`config.mk`:
```
export PLATFORM = sky130hd
export DESIGN_NAME = rc4_ksa_engine_flat
export DESIGN_NICKNAME = d
export VERILOG_FILES = /design/src/rtl/rc4_ksa_engine_pkg.sv /design/src/rtl/rc4_ksa_engine_if.sv /design/src/rtl/rc4_ksa_engine_key_sel.sv /design/src/rtl/rc4_ksa_engine.sv /design/src/flat_wrapper.sv
export SDC_FILE = /design/constraint.sdc
export NUM_CORES = 1
export LEC_CHECK = 0
export CORE_ASPECT_RATIO = 1.25
export CORE_MARGIN = 5
export CORE_UTILIZATION = 35
export DETAILED_ROUTE_END_ITERATION = 10
export GPL_TIMING_DRIVEN = 0
export PLACE_DENSITY = 0.59
export SYNTH_ARGS = -nofsm -noshare
export SYNTH_HDL_FRONTEND = slang
export SYNTH_SLANG_ARGS = --single-unit
export TNS_END_PERCENT = 20
```
`constraint.sdc`:
```
create_clock -name clk -period 4.6 [get_ports clk]
set_clock_uncertainty 0.15 [all_clocks]
set_input_delay 0.92 -clock clk [delete_from_list [all_inputs] [get_ports clk]]
set_output_delay 0.92 -clock clk [all_outputs]
set_load 0.01 [all_outputs]
```
`src/rtl/rc4_ksa_engine_pkg.sv`:
```
// Shared types and default geometry for the RC4 S-box init / key-scheduling engine.
// The state helper keeps the busy decode in one place for the engine and its users.
package rc4_pkg;

  localparam int RC4_ADDR_W    = 8;
  localparam int RC4_DATA_W    = 8;
  localparam int RC4_KEY_BYTES = 3;

  typedef enum logic [3:0] {
    IDLE,
    INIT_WR,
    RD_I,
    WAIT_I,
    CAP_I,
    RD_J,
    WAIT_J,
    CAP_J,
    WR_I,
    WR_J,
    DONE
  } state_e;

  function automatic logic state_is_busy(input state_e s);
    return (s != IDLE) && (s != DONE);
  endfunction

endpackage

```
`src/rtl/rc4_ksa_engine_if.sv`:
```
// Control and S-box RAM port bundle; master is the engine side, slave the key source / RAM side.
interface rc4_ksa_engine_if
  import rc4_pkg::*;
#(
  parameter int ADDR_W    = RC4_ADDR_W,
  parameter int DATA_W    = RC4_DATA_W,
  parameter int KEY_BYTES = RC4_KEY_BYTES
);
  logic                        sig_start;
  logic                        ksa_en;
  logic [KEY_BYTES*DATA_W-1:0] secret_key;
  logic [DATA_W-1:0]           mem_q;
  logic [ADDR_W-1:0]           mem_address;
  logic [DATA_W-1:0]           mem_data;
  logic                        wren;
  logic                        busy;
  logic                        t_done;

  modport master (
    input  sig_start, ksa_en, secret_key, mem_q,
    output mem_address, mem_data, wren, busy, t_done
  );

  modport slave (
    output sig_start, ksa_en, secret_key, mem_q,
    input  mem_address, mem_data, wren, busy, t_done
  );
endinterface

```
`src/rtl/rc4_ksa_engine_key_sel.sv`:
```
// Latches the key at run start and presents key word kidx, stepping with a wrapping index.
// Word 0 sits in the most-significant DATA_W bits of the latched key.
module rc4_key_sel
  import rc4_pkg::*;
#(
  parameter int DATA_W    = RC4_DATA_W,
  parameter int KEY_BYTES = RC4_KEY_BYTES
) (
  input  logic                        clk,
  input  logic                        reset,
  input  logic                        load_i,
  input  logic                        advance_i,
  input  logic [KEY_BYTES*DATA_W-1:0] key_i,
  output logic [DATA_W-1:0]           key_word_o
);
  localparam int KIDX_W = (KEY_BYTES > 1) ? $clog2(KEY_BYTES) : 1;

  logic [KEY_BYTES*DATA_W-1:0] key_q, key_d;
  logic [KIDX_W-1:0]           kidx_q, kidx_d;

  always_comb begin
    key_d  = key_q;
    kidx_d = kidx_q;
    if (load_i) begin
      key_d  = key_i;
      kidx_d = '0;
    end else if (advance_i) begin
      kidx_d = (kidx_q == KIDX_W'(KEY_BYTES - 1)) ? '0 : kidx_q + 1'b1;
    end
  end

  always_ff @(posedge clk) begin
    if (reset) begin
      key_q  <= '0;
      kidx_q <= '0;
    end else begin
      key_q  <= key_d;
      kidx_q <= kidx_d;
    end
  end

  always_comb begin
    key_word_o = key_q[DATA_W-1:0];
    for (int k = 0; k < KEY_BYTES; k++) begin
      if (kidx_q == KIDX_W'(k)) key_word_o = key_q[(KEY_BYTES-1-k)*DATA_W +: DATA_W];
    end
  end
endmodule

```
`src/rtl/rc4_ksa_engine.sv`:
```
// Fills the S-box RAM with S[i]=i, then optionally runs the RC4 key-scheduling swap pass
// against a single-port RAM with one cycle of read latency.
module rc4_ksa_engine
  import rc4_pkg::*;
#(
  parameter int ADDR_W    = RC4_ADDR_W,
  parameter int DATA_W    = RC4_DATA_W,
  parameter int KEY_BYTES = RC4_KEY_BYTES
) (
  input logic              clk,
  input logic              reset,
  rc4_ksa_engine_if.master bus
);
  localparam logic [ADDR_W-1:0] LAST_I = {ADDR_W{1'b1}};

  state_e            state_q, state_d;
  logic [ADDR_W-1:0] i_q, i_d, j_q, j_d;
  logic [DATA_W-1:0] si_q, si_d, sj_q, sj_d;
  logic              mode_q, mode_d;
  logic              key_load, key_adv;
  logic [DATA_W-1:0] key_word;
  logic [ADDR_W-1:0] addr;
  logic [DATA_W-1:0] data;
  logic              wr;

  rc4_key_sel #(.DATA_W(DATA_W), .KEY_BYTES(KEY_BYTES)) u_key_sel (
    .clk        (clk),
    .reset      (reset),
    .load_i     (key_load),
    .advance_i  (key_adv),
    .key_i      (bus.secret_key),
    .key_word_o (key_word)
  );

  always_comb begin
    state_d  = state_q;
    i_d      = i_q;
    j_d      = j_q;
    si_d     = si_q;
    sj_d     = sj_q;
    mode_d   = mode_q;
    key_load = 1'b0;
    key_adv  = 1'b0;
    unique case (state_q)
      IDLE, DONE: begin
        if (bus.sig_start) begin
          key_load = 1'b1;
          mode_d   = bus.ksa_en;
          i_d      = '0;
          j_d      = '0;
          state_d  = INIT_WR;
        end
      end
      INIT_WR: begin
        i_d = i_q + 1'b1;
        if (i_q == LAST_I) state_d = mode_q ? RD_I : DONE;
      end
      RD_I:   state_d = WAIT_I;
      WAIT_I: state_d = CAP_I;
      CAP_I: begin
        si_d    = bus.mem_q;
        // Sum is DATA_W wide; only its low ADDR_W bits form the new j.
        j_d     = ADDR_W'(DATA_W'(j_q) + bus.mem_q + key_word);
        state_d = RD_J;
      end
      RD_J:   state_d = WAIT_J;
      WAIT_J: state_d = CAP_J;
      CAP_J: begin
        sj_d    = bus.mem_q;
        state_d = WR_I;
      end
      WR_I:   state_d = WR_J;
      WR_J: begin
        i_d     = i_q + 1'b1;
        key_adv = 1'b1;
        state_d = (i_q == LAST_I) ? DONE : RD_I;
      end
      default: state_d = IDLE;
    endcase
  end

  always_ff @(posedge clk) begin
    if (reset) begin
      state_q <= IDLE;
      i_q     <= '0;
      j_q     <= '0;
      si_q    <= '0;
      sj_q    <= '0;
      mode_q  <= 1'b0;
    end else begin
      state_q <= state_d;
      i_q     <= i_d;
      j_q     <= j_d;
      si_q    <= si_d;
      sj_q    <= sj_d;
      mode_q  <= mode_d;
    end
  end

  // Address is held through the wait/capture states so the RAM keeps returning the same word.
  always_comb begin
    addr = '0;
    data = '0;
    wr   = 1'b0;
    unique case (state_q)
      INIT_WR: begin
        addr = i_q;
        data = DATA_W'(i_q);
        wr   = 1'b1;
      end
      RD_I, WAIT_I, CAP_I: addr = i_q;
      RD_J, WAIT_J, CAP_J: addr = j_q;
      WR_I: begin
        addr = i_q;
        data = sj_q;
        wr   = 1'b1;
      end
      WR_J: begin
        addr = j_q;
        data = si_q;
        wr   = 1'b1;
      end
      default: ;
    endcase
  end

  assign bus.mem_address = addr;
  assign bus.mem_data    = data;
  assign bus.wren        = wr;
  assign bus.busy        = state_is_busy(state_q);
  assign bus.t_done      = (state_q == DONE);
endmodule

```
`src/flat_wrapper.sv`:
```
// flat-port wrapper written by rule: the top's interface ports become plain ports
module rc4_ksa_engine_flat import rc4_pkg::*;
#(
  parameter int ADDR_W    = RC4_ADDR_W,
  parameter int DATA_W    = RC4_DATA_W,
  parameter int KEY_BYTES = RC4_KEY_BYTES
)
  (clk, reset, bus_sig_start, bus_ksa_en, bus_secret_key, bus_mem_q, bus_mem_address, bus_mem_data, bus_wren, bus_busy, bus_t_done);
  rc4_ksa_engine_if #(.ADDR_W(ADDR_W), .DATA_W(DATA_W), .KEY_BYTES(KEY_BYTES)) bus_i ();
  input logic clk;
  input logic reset;
  input wire logic [$bits(bus_i.sig_start)-1:0] bus_sig_start;
  input wire logic [$bits(bus_i.ksa_en)-1:0] bus_ksa_en;
  input wire logic [$bits(bus_i.secret_key)-1:0] bus_secret_key;
  input wire logic [$bits(bus_i.mem_q)-1:0] bus_mem_q;
  output wire logic [$bits(bus_i.mem_address)-1:0] bus_mem_address;
  output wire logic [$bits(bus_i.mem_data)-1:0] bus_mem_data;
  output wire logic [$bits(bus_i.wren)-1:0] bus_wren;
  output wire logic [$bits(bus_i.busy)-1:0] bus_busy;
  output wire logic [$bits(bus_i.t_done)-1:0] bus_t_done;
  assign bus_i.sig_start = bus_sig_start;
  assign bus_i.ksa_en = bus_ksa_en;
  assign bus_i.secret_key = bus_secret_key;
  assign bus_i.mem_q = bus_mem_q;
  assign bus_mem_address = bus_i.mem_address;
  assign bus_mem_data = bus_i.mem_data;
  assign bus_wren = bus_i.wren;
  assign bus_busy = bus_i.busy;
  assign bus_t_done = bus_i.t_done;
  rc4_ksa_engine #(.ADDR_W(ADDR_W), .DATA_W(DATA_W), .KEY_BYTES(KEY_BYTES)) u_core (.clk(clk), .reset(reset), .bus(bus_i));
endmodule
```
# ---- Yosys cells after proc, flatten, opt, wreduce, memory -nomap -nowiden
# Cells that the tools add are included.
dict set report totals {
  inputBits 36
  elab_cells 62
  regBits 63
}
dict set report op_classes {
  n_reduce_logical 16
  muxes 18
  n_eq_ne 16
  addsub 4
}
# cell n
set op_table {}
lappend op_table {{one-hot mux 8 bit (2 select lines)} 3}
lappend op_table {{one-hot mux 4 bit (10 select lines)} 1}
lappend op_table {{2-to-1 mux 8 bit} 4}
lappend op_table {{one-hot mux 8 bit (3 select lines)} 1}
lappend op_table {{adder 8 bit} 2}
lappend op_table {{equality test 4 x 3 -> 1 bit, second input constant} 4}
lappend op_table {{2-to-1 mux 4 bit} 4}
lappend op_table {{equality test 4 bit, second input constant} 3}
lappend op_table {{adder 8 x 1 -> 8 bit, second input constant} 1}
lappend op_table {{equality test 4 x 2 -> 1 bit, second input constant} 2}
lappend op_table {{equality test 8 bit, second input constant} 1}
lappend op_table {{AND reduction 2 bit} 4}
lappend op_table {{OR reduction 2 bit} 3}
lappend op_table {{OR reduction 5 bit} 1}
lappend op_table {{equality test 4 x 1 -> 1 bit, second input constant} 1}
lappend op_table {{zero test 4 bit} 1}
lappend op_table {{2-to-1 mux 1 bit} 4}
lappend op_table {{inequality test 4 bit, second input constant} 1}
lappend op_table {{nonzero test 2 bit} 2}
lappend op_table {{nonzero test 4 bit} 1}
lappend op_table {{OR reduction 4 bit} 1}
lappend op_table {{OR reduction 3 bit} 1}
lappend op_table {{adder 2 x 1 -> 2 bit, second input constant} 1}
lappend op_table {{equality test 2 x 1 -> 1 bit, second input constant} 1}
lappend op_table {{6 further kinds} 6}

# ---- Depth between registers and ports, before layout
# Gate-level depths: netlist of run 1.
dict set report logic_depth {
  depth_word 6
  ltp_mapped 14
  mapped_depth_nobuf 13
}

# ---- Modules after synthesis
# A second synthesis of run 1 with hierarchy kept.
dict set report unflattened {
  cells_unflattened 434
  hier_area_um2 3651.0
}
# mod instances seq_area_each_um2 area_each_um2 cells_each
set by_module_without_submodules {}
lappend by_module_without_submodules {rc4_ksa_engine 1 740.7 2548.7 321}
lappend by_module_without_submodules {rc4_key_sel 1 520.5 1102.3 113}

# ---- Least setup slack after synthesis of run 1
# OpenSTA, ideal clock, no wires.
dict set report synth_timing {
  path_kind {register to register}
  start {reg u_core.u_key_sel.kidx_q[0]}
  end {reg u_core.j_q[7]}
  arrival_ps 3072
  setup_ps 62
  synth_period_minus_slack_ps 3284
  n_path_buf 1
  required_ps 4388
  slack_ps 1316
  stages_incl_launch_ff 15
  path_cell_list {dfxtp_1 clkbuf_1 mux2i_1 nor2_1 a21oi_1 fa_1 inv_1 ha_1 inv_1 fa_1 nand2b_1 a21oi_1 o22ai_1 or4_1 nand3_1}
}
dict set report synth_between {
  elab_chain_cells 6
  word_cells_on_any_way 8
}
# item line
set synth_lines {}
lappend synth_lines {{start, declared} rc4_ksa_engine_key_sel.sv:19} ;# logic [KIDX_W-1:0] kidx_q, kidx_d;
lappend synth_lines {{start signal, assigned} rc4_ksa_engine_key_sel.sv:38} ;# kidx_q <= kidx_d;
lappend synth_lines {{zero test 2 bit} rc4_ksa_engine_key_sel.sv:45} ;# if (kidx_q == KIDX_W'(k)) key_word_o = key_q[(KEY_BYTES-1-k)*DATA_W +: DATA_W];
lappend synth_lines {{2-to-1 mux 8 bit (2 in series)} rc4_ksa_engine_key_sel.sv:45}
lappend synth_lines {{2-to-1 mux 8 bit (*)} rc4_ksa_engine_key_sel.sv:45}
lappend synth_lines {{adder 8 bit (*)} rc4_ksa_engine.sv:63} ;# j_d = ADDR_W'(DATA_W'(j_q) + bus.mem_q + key_word);
lappend synth_lines {{one-hot mux 8 bit (2 select lines) (*)} rc4_ksa_engine.sv:44} ;# unique case (state_q)
lappend synth_lines {{end signal, assigned} rc4_ksa_engine.sv:93} ;# j_q <= j_d;
lappend synth_lines {{end, declared} rc4_ksa_engine.sv:17} ;# logic [ADDR_W-1:0] i_q, i_d, j_q, j_d;
# Every way passes the cells marked *; elsewhere a longest branch is shown, timed or not.
# A chain may end at the register's enable or synchronous reset.

# ---- Final worst setup path of run 1
# Ends and elaborated chain as after synthesis.

==> results of run 1 <==
## layer usage
layer | global-route usage [%] | up-vias | wire (um)
li1 | - | 1598 | -
met1 | 20.7 | 1478 | 4230
met2 | 29.1 | 81 | 4960
met3 | 3.72 | 17 | 353
met4 | 5.80 | 0 | 207
met5 | 0 | - | 0
## worst max-delay path, cell delays in order (launching register included)
cell	delay [ns]
sky130_fd_sc_hd__dfxtp_1	0.34
sky130_fd_sc_hd__clkbuf_1	0.48
sky130_fd_sc_hd__mux2i_1	0.25
sky130_fd_sc_hd__nor2_1	0.07
sky130_fd_sc_hd__a21oi_1	0.19
sky130_fd_sc_hd__fa_1	0.45
sky130_fd_sc_hd__inv_1	0.07
sky130_fd_sc_hd__ha_1	0.21
sky130_fd_sc_hd__inv_1	0.07
sky130_fd_sc_hd__fa_1	0.41
sky130_fd_sc_hd__nand2b_1	0.18
sky130_fd_sc_hd__a21oi_1	0.21
sky130_fd_sc_hd__o22ai_1	0.14
sky130_fd_sc_hd__or4_1	0.41
sky130_fd_sc_hd__nand3_1	0.07
## cell usage in the layout (no fill, tap or decap), types with 3 or more instances in the layout
cell / n
sky130_fd_sc_hd__mux2i_1: 17
sky130_fd_sc_hd__nand3_1: 7
sky130_fd_sc_hd__clkbuf_16: 9
sky130_fd_sc_hd__a211oi_1: 3
sky130_fd_sc_hd__dfxtp_1: 63
sky130_fd_sc_hd__clkbuf_1: 14
sky130_fd_sc_hd__buf_4: 3
sky130_fd_sc_hd__a22o_1: 9
sky130_fd_sc_hd__inv_1: 28
sky130_fd_sc_hd__a31oi_1: 6
sky130_fd_sc_hd__xnor2_1: 4
sky130_fd_sc_hd__fa_1: 8
sky130_fd_sc_hd__clkbuf_8: 3
sky130_fd_sc_hd__nand2_1: 102
sky130_fd_sc_hd__nor2_1: 30
sky130_fd_sc_hd__xor2_1: 6
sky130_fd_sc_hd__clkdlybuf4s50_1: 54
sky130_fd_sc_hd__nand2b_1: 7
sky130_fd_sc_hd__ha_1: 7
sky130_fd_sc_hd__buf_2: 9
sky130_fd_sc_hd__nor3_1: 7
sky130_fd_sc_hd__nor3b_1: 3
sky130_fd_sc_hd__a21oi_1: 61
sky130_fd_sc_hd__o21ai_0: 17
sky130_fd_sc_hd__or3_1: 4
## area by class of cell
| cell class | instances | area (um^2) | share of cell area [%] |
|---|---|---|---|
| Multi-Input combinational cell | 320 | 1880 | 42.9 |
| Sequential cell | 63 | 1260 | 28.7 |
| Timing Repair Buffer | 54 | 541 | 12.3 |
| Clock buffer | 13 | 270 | 6.16 |
| Tap cell | 126 | 158 | 3.59 |
| Buffer | 27 | 131 | 2.99 |
| Inverter | 28 | 105 | 2.39 |
| Clock inverter | 3 | 40.0 | 0.912 |
## power groups by stage
stage	clock, mW	combinational, mW	sequential [mW]
after floorplan	0	0.0890	0.580
after global placement	0	0.156	0.583
after detailed placement	0	0.158	0.583
after CTS	0.706	0.159	0.571
after global routing	0.726	0.178	0.573
final	0.696	0.158	0.572
## stage by stage
step / util (%) / power (mW) / setup WS (ns)
after global placement: 42.7 / 0.739 / 0.599
after floorplan: - / 0.669 / 1.32
final: 45.9 / 1.43 / 0.841
after global routing: 45.9 / 1.48 / 0.540
after CTS: 45.9 / 1.44 / 0.821
after detailed placement: 42.7 / 0.741 / 0.554
## sequential cells by signal (all words and copies together), names as in the netlist
| register | count |
|---|---|
| u_core.i_q | 8 |
| u_core.u_key_sel.key_q | 24 |
| u_core.state_q | 4 |
| u_core.sj_q | 8 |
| u_core.si_q | 8 |
| u_core.j_q | 8 |
| u_core.u_key_sel.kidx_q | 2 |
| u_core.mode_q | 1 |
## worst paths after layout
check                              from                          to  slack [ns]  cells after the start
min reg2reg  u_core.u_key_sel.key_q[19]  u_core.u_key_sel.key_q[19]        0.30                      2
max          u_core.u_key_sel.kidx_q[0]               u_core.j_q[7]        0.84                     14
max reg2reg  u_core.u_key_sel.kidx_q[0]               u_core.j_q[7]        0.84                     14
min          u_core.u_key_sel.key_q[19]  u_core.u_key_sel.key_q[19]        0.30                      2
## cells by family after synthesis
group	synth area share, %
XOR/XNOR	2.59
AND/OR/NAND/NOR	23.3
flip-flops	37.3
multiplexers	5.03
buffers and inverters	6.99
AO/OA/AOI/OAI	17.5
adder cells (fa/ha/maj)	7.32
==> impl_metrics.csv, run 1 <==
group,metric,value,unit
outcome,outcome,"finished, final reports clean",
timing,number_of_setup_violations_in_the_final_report,0,
cts,cts_repair_resize_count,0,
power,power.share.sequential,40.1,%
logic_synthesis,netlist.area_leader.share,37.3,%
cells_and_area,layout_cells_sized_above_1,6.50,%
power,clock_power_share,48.8,%
global_routing,largest_net_degree_at_the_start_of_global_routing,11,
drt,detail_route.wirelength,9.75,mm
timing,timing.final.crit_share,81.7,%
cells_and_area,area_delta_synth_final,29.8,%
power,worst_ir_drop_vdd,190,uV
place,routabilityCongestion,0.861,
global_routing,grt_pass1_wl,15.7,mm
power,cellInternalPower,1.09,mW
global_routing,grt_pass1_vias,3105,
logic_synthesis,post_synthesis_sequential_area_ratio,37.3,%
cells_and_area,nNetsFinal,554,
drt,vias,3174,
global_routing,grt_remaining_overflow,0,
cells_and_area,final_design_area_no_fill,0.00439,mm^2
cells_and_area,instances_no_fill,634,
drt,post_drt_wl_per_cell,15.4,um
logic_synthesis,synth_cell_type_count,42,
floorplan,die-width,97.9,um
logic_synthesis,synthCells,438,
global_routing,grt.total_usage,16.9,%
floorplan,floorplan.die_area,0.0117,mm^2
timing,period_minus_slack,3.76,ns
logic_synthesis,number_of_warning_messages_in_the_yosys_log,0,
worst_setup_path,critical_path_peak_fanout,10,
logic_synthesis,synth.ff_latch_count,63,
worst_setup_path,critPathArrivalTime,3.87,ns
drt,detailedRoute.firstIterationViolations,143,
drt,drc,0,
logic_synthesis,ys_top_cells_by_count,"sky130_fd_sc_hd__nand2_1 (102), sky130_fd_sc_hd__dfxtp_1 (63), sky130_fd_sc_hd__a21oi_1 (61), sky130_fd_sc_hd__nor2_1 (30), sky130_fd_sc_hd__inv_1 (28)",
power,power.switching,0.331,mW
timing,slew_headroom,49.6,%
floorplan,boundaryPins,55,
worst_setup_path,cp.required,4.72,ns
cts,cts.sinks,63,
floorplan,initial_utilization,35.4,%
place,io_buffer_count,54,
logic_synthesis,synth_area_per_cell,7.72,um^2
logic_synthesis,number_of_synthesized_flops_with_an_enable_pin,0,
timing,finalHoldViolations,0,
cells_and_area,fillCellCount,940,
timing,timing.hold.ws,0.305,ns
power,net_sw_share,23.2,%
global_routing,antenna_violations_before_repair,0,
cells_and_area,num_antenna_cells,0,
timing,grt_setup_unrepaired,"false",
worst_hold_path,hp-class,"register to register",
flow_run,maxCapViolCount,0,
place,dp_hpwl,7.50,mm
drt,postRouteAntennaNets,0,
logic_synthesis,postSynthNetCount,489,
logic_synthesis,postSynth.topFlopCell,"sky130_fd_sc_hd__dfxtp_1",
worst_setup_path,worstSetupPathType,"register to register",
timing,final_max_slew_viol_count,0,
timing,max_slew.worst_pin.slew,0.752,ns
place,place_area,0.00408,mm^2
floorplan,placeableCoreArea,0.00956,mm^2
cts,h_tree_levels,3,
worst_setup_path,start_kind,"register",
logic_synthesis,synth.most_common_cell,"sky130_fd_sc_hd__nand2_1",
cts,number_of_buffers_created_by_cts,9,
timing,maxClockFrequency,266,MHz
cts,cts_hold_buf,0,
power,comb_power_share,11.1,%
cts,clockBufferDepth,2,
cts,clockRootBuffer,"sky130_fd_sc_hd__clkbuf_16",
timing,totalNegativeSetupSlack,0,ns
power,p_leak,1.63,nW
floorplan,chipHeight,120,um
logic_synthesis,synth_largest_area_cell,"sky130_fd_sc_hd__dfxtp_1",
cts,cts.clk_slew.worst_paths,0.05,ns
drt,detail_route.vias_per_cell,5.01,
logic_synthesis,share_of_synthesized_registers_carrying_an_async_set_or_reset,0,%
floorplan,fp-row-count,40,
cts,clk-insertion-delay-late,0.32,ns
cts,post_cts_buffers,0,
worst_setup_path,worstSetupEndpointType,"register",
cts,tritoncts,"done",
place,placed_cells,618,
drt,drt_pre_antenna_iters,4,
power,power_per_cell_area,325,mW/mm^2
logic_synthesis,synth_top_cells_by_area,"sky130_fd_sc_hd__dfxtp_1 (37%), sky130_fd_sc_hd__nand2_1 (11%), sky130_fd_sc_hd__a21oi_1 (9.0%), sky130_fd_sc_hd__mux2i_1 (5.0%), sky130_fd_sc_hd__fa_1 (4.7%)",
logic_synthesis,netlist_area,0.00338,mm^2
(Power assumes the default switching activity.)
==> run 2, diff against run 1 <==
- PLACE_DENSITY: 0.59 -> 0.61
- clock period: 4.6 -> 3.3 ns (I/O delays scaled with it)
==> run 2 against run 1 <==
Core utilization up 0.65 points. First-iteration DRC count up 17%. Via count up 1.1%. Global-route usage down 0.095 points. Worst setup slack worse by 0.81 ns. Worst hold slack about the same. Cell area up 1.4%. Sequential share of layout area down 0.32 points. Critical path type is now input pin to register. Largest cell class unchanged.
==> impl_metrics.csv, run 2 (synthesis results as in run 1) <==
group,metric,value,unit
outcome,outcome,"finished, final reports clean",
worst_setup_path,critical_path.max_stage_delay,0.62,ns
cells_and_area,layout_cells_sized_above_1,8.63,%
cts,clockRootBuffer,"sky130_fd_sc_hd__clkbuf_16",
power,net_sw_share,24.3,%
drt,vias,3209,
place,dp_hpwl,7.44,mm
global_routing,grt_remaining_overflow,0,
worst_hold_path,hold-path-endpoint,"u_core.sj_q[0]",
timing,number_of_setup_violations_in_the_final_report,0,
cts,h_tree_levels,3,
power,p_leak,1.67,nW
global_routing,antenna_violations_before_repair,0,
cts,cts_hold_buf,0,
cells_and_area,register_area,0.00126,mm^2
worst_setup_path,reg2reg_to,"u_core.j_q[7]",
worst_setup_path,critPathTopFamily,"adder cells",
drt,postRouteAntennaNets,0,
place,placement.setup.worst_slack,-0.554,ns
timing,finalHoldViolations,0,
cells_and_area,num_antenna_cells,0,
worst_setup_path,critical_path.cell_chain,"clkdlybuf4s50_1 -> inv_1 -> fa_1 -> fa_1 -> nand2b_1 -> a21oi_2 -> o22ai_1 -> or4_1 -> nand3_1",
power,power.share.sequential,39.0,%
worst_setup_path,critical_path_peak_fanout,3,
worst_setup_path,worst_path_most_repeated_cell,"sky130_fd_sc_hd__fa_1",
worst_setup_path,cp.buffers_inverters,2,
power,cellInternalPower,1.54,mW
floorplan,fp-row-count,40,
worst_hold_path,hp-class,"register to register",
power,worst_ir_drop_vdd,265,uV
worst_setup_path,start_kind,"input pin",
floorplan,floorplan.die_area,0.0117,mm^2
drt,detail_route.vias_per_cell,5.05,
cts,clockBufferDepth,2,
global_routing,grt_pass1_vias,3102,
drt,detailedRoute.firstIterationViolations,167,
cts,cts.sinks,63,
cts,tritoncts,"done",
worst_setup_path,critPathArrivalTime,3.39,ns
worst_hold_path,hold-path-cell-count,2,
cts,cts.clk_slew.worst_paths,0.05,ns
timing,timing.final.crit_share,99.1,%
global_routing,grt.total_usage,16.8,%
cells_and_area,fillCellCount,923,
worst_setup_path,rrSetupSlack,0.08,ns
drt,drt_pre_antenna_iters,4,
global_routing,grt_pass1_wl,15.6,mm
floorplan,initial_utilization,35.4,%
worst_setup_path,cp.required,3.42,ns
timing,grt_setup_unrepaired,"true",
timing,totalNegativeSetupSlack,0,ns
place,io_buffer_count,54,
floorplan,placeableCoreArea,0.00956,mm^2
power,power.switching,0.496,mW
drt,detail_route.wirelength,9.75,mm
cells_and_area,top_register,"u_core.u_key_sel.key_q",
worst_hold_path,hold_path.startpoint,"u_core.sj_q[0]",
drt,drc,0,
worst_setup_path,worstSetupPathType,"input pin to register",
place,routabilityCongestion,0.838,
cts,clk-insertion-delay-late,0.33,ns
floorplan,boundaryPins,55,
cells_and_area,largest_reg_flops,24,
cts,number_of_buffers_created_by_cts,9,
worst_setup_path,crit_path_top_delay_cell,"sky130_fd_sc_hd__clkdlybuf4s50_1",
floorplan,chipHeight,120,um
cells_and_area,mostFrequentLayoutCells,"sky130_fd_sc_hd__nand2_1 (102), sky130_fd_sc_hd__dfxtp_1 (62), sky130_fd_sc_hd__a21oi_1 (59)",
timing,slew_headroom,53.6,%
worst_setup_path,reg2regPathDepth,13,
global_routing,largest_net_degree_at_the_start_of_global_routing,13,
flow_run,maxCapViolCount,0,
cells_and_area,nNetsFinal,556,
worst_setup_path,worstSetupEndpointType,"register",
timing,final_worst_setup_slack,0.0292,ns
timing,period_minus_slack,3.27,ns
cells_and_area,layout_commonest_cell,"sky130_fd_sc_hd__nand2_1",
timing,maxClockFrequency,306,MHz
cells_and_area,multi_input_area,0.00191,mm^2
timing,max_slew.worst_pin.slew,0.691,ns
power,power_per_cell_area,458,mW/mm^2
power,clock_power_share,50.2,%
worst_setup_path,r2r_start,"u_core.u_key_sel.kidx_q[1]",
drt,post_drt_wl_per_cell,15.3,um
floorplan,die-width,97.9,um
timing,final_max_slew_viol_count,0,
power,comb_power_share,10.8,%
cells_and_area,area_delta_synth_final,31.7,%
-- run 2: cell count changes in the layout (fill, tap and decap cells not counted), moves of 2 or more --
cell | previous run | this run
sky130_fd_sc_hd__buf_4 | 3 | 6
sky130_fd_sc_hd__clkbuf_8 | 3 | 0
sky130_fd_sc_hd__a21oi_1 | 61 | 59
sky130_fd_sc_hd__a21oi_2 | 0 | 2
sky130_fd_sc_hd__clkbuf_1 | 14 | 12
sky130_fd_sc_hd__clkdlybuf4s50_1 | 54 | 52
sky130_fd_sc_hd__dlymetal6s2s_1 | 0 | 2
sky130_fd_sc_hd__inv_6 | 0 | 2
-- run 2: layout make-up --
class	count	share of cell area (%)
plain buffers	26	2.89
well taps	126	3.54
flip-flops and latches	63	28.4
clock inverters	7	2.14
inverters	28	2.36
multi-input cells	320	42.8
clock buffers	9	5.06
repair buffers	57	12.8
-- run 2: metal layers --
| layer | share of wire (%) | up-vias | track usage, % |
|---|---|---|---|
| met1 | 43 | 1488 | 20.9 |
| met5 | 0 | - | 0 |
| met2 | 50 | 95 | 28.1 |
| li1 | - | 1607 | - |
| met4 | 2.7 | 0 | 7.53 |
| met3 | 4.6 | 19 | 3.08 |
-- run 2: worst min-delay path: stages (launching register included) --
cell,delay (ns)
sky130_fd_sc_hd__dfxtp_1,0.31
sky130_fd_sc_hd__nand2_1,0.05
sky130_fd_sc_hd__a21oi_1,0.05
-- run 2: metrics by stage --
step	cell area (um^2)	hold WS [ns]	total power, mW	utilization (%)	std cells
floorplan	3380	0.286	0.933	-	438
global placement	4080	0.292	1.03	42.7	618
CTS	4420	0.306	2.04	46.2	633
global route	4450	0.322	2.10	46.6	636
finish	4450	0.305	2.04	46.6	636
detailed placement	4080	0.298	1.03	42.7	618
-- run 2: worst max path at each step --
stage                               start       endpoint  cells after the start
6_report                     bus_mem_q[2]  u_core.j_q[7]                      9
3_5_place_dp   u_core.u_key_sel.kidx_q[0]  u_core.j_q[7]                     14
2_1_floorplan  u_core.u_key_sel.kidx_q[0]  u_core.j_q[7]                     14
5_1_grt                      bus_mem_q[2]  u_core.j_q[6]                     10
3_3_place_gp   u_core.u_key_sel.kidx_q[0]  u_core.j_q[7]                     14
4_1_cts                      bus_mem_q[1]  u_core.j_q[7]                     12
-- run 2: what timing repair did --
item                       4_1_cts  5_1_grt
setup endpoints to repair       12       14
gates resized for setup          7        4
pin swaps                        0        1
buffers inserted                 0        3
-- run 2: power groups by stage --
stage          combinational [mW]  clock [mW]  sequential, mW
2_1_floorplan               0.124           0           0.809
3_3_place_gp                0.216           0           0.812
3_5_place_dp                0.219           0           0.813
4_1_cts                     0.222        1.02           0.795
5_1_grt                     0.246        1.06           0.798
6_report                    0.221        1.02           0.795
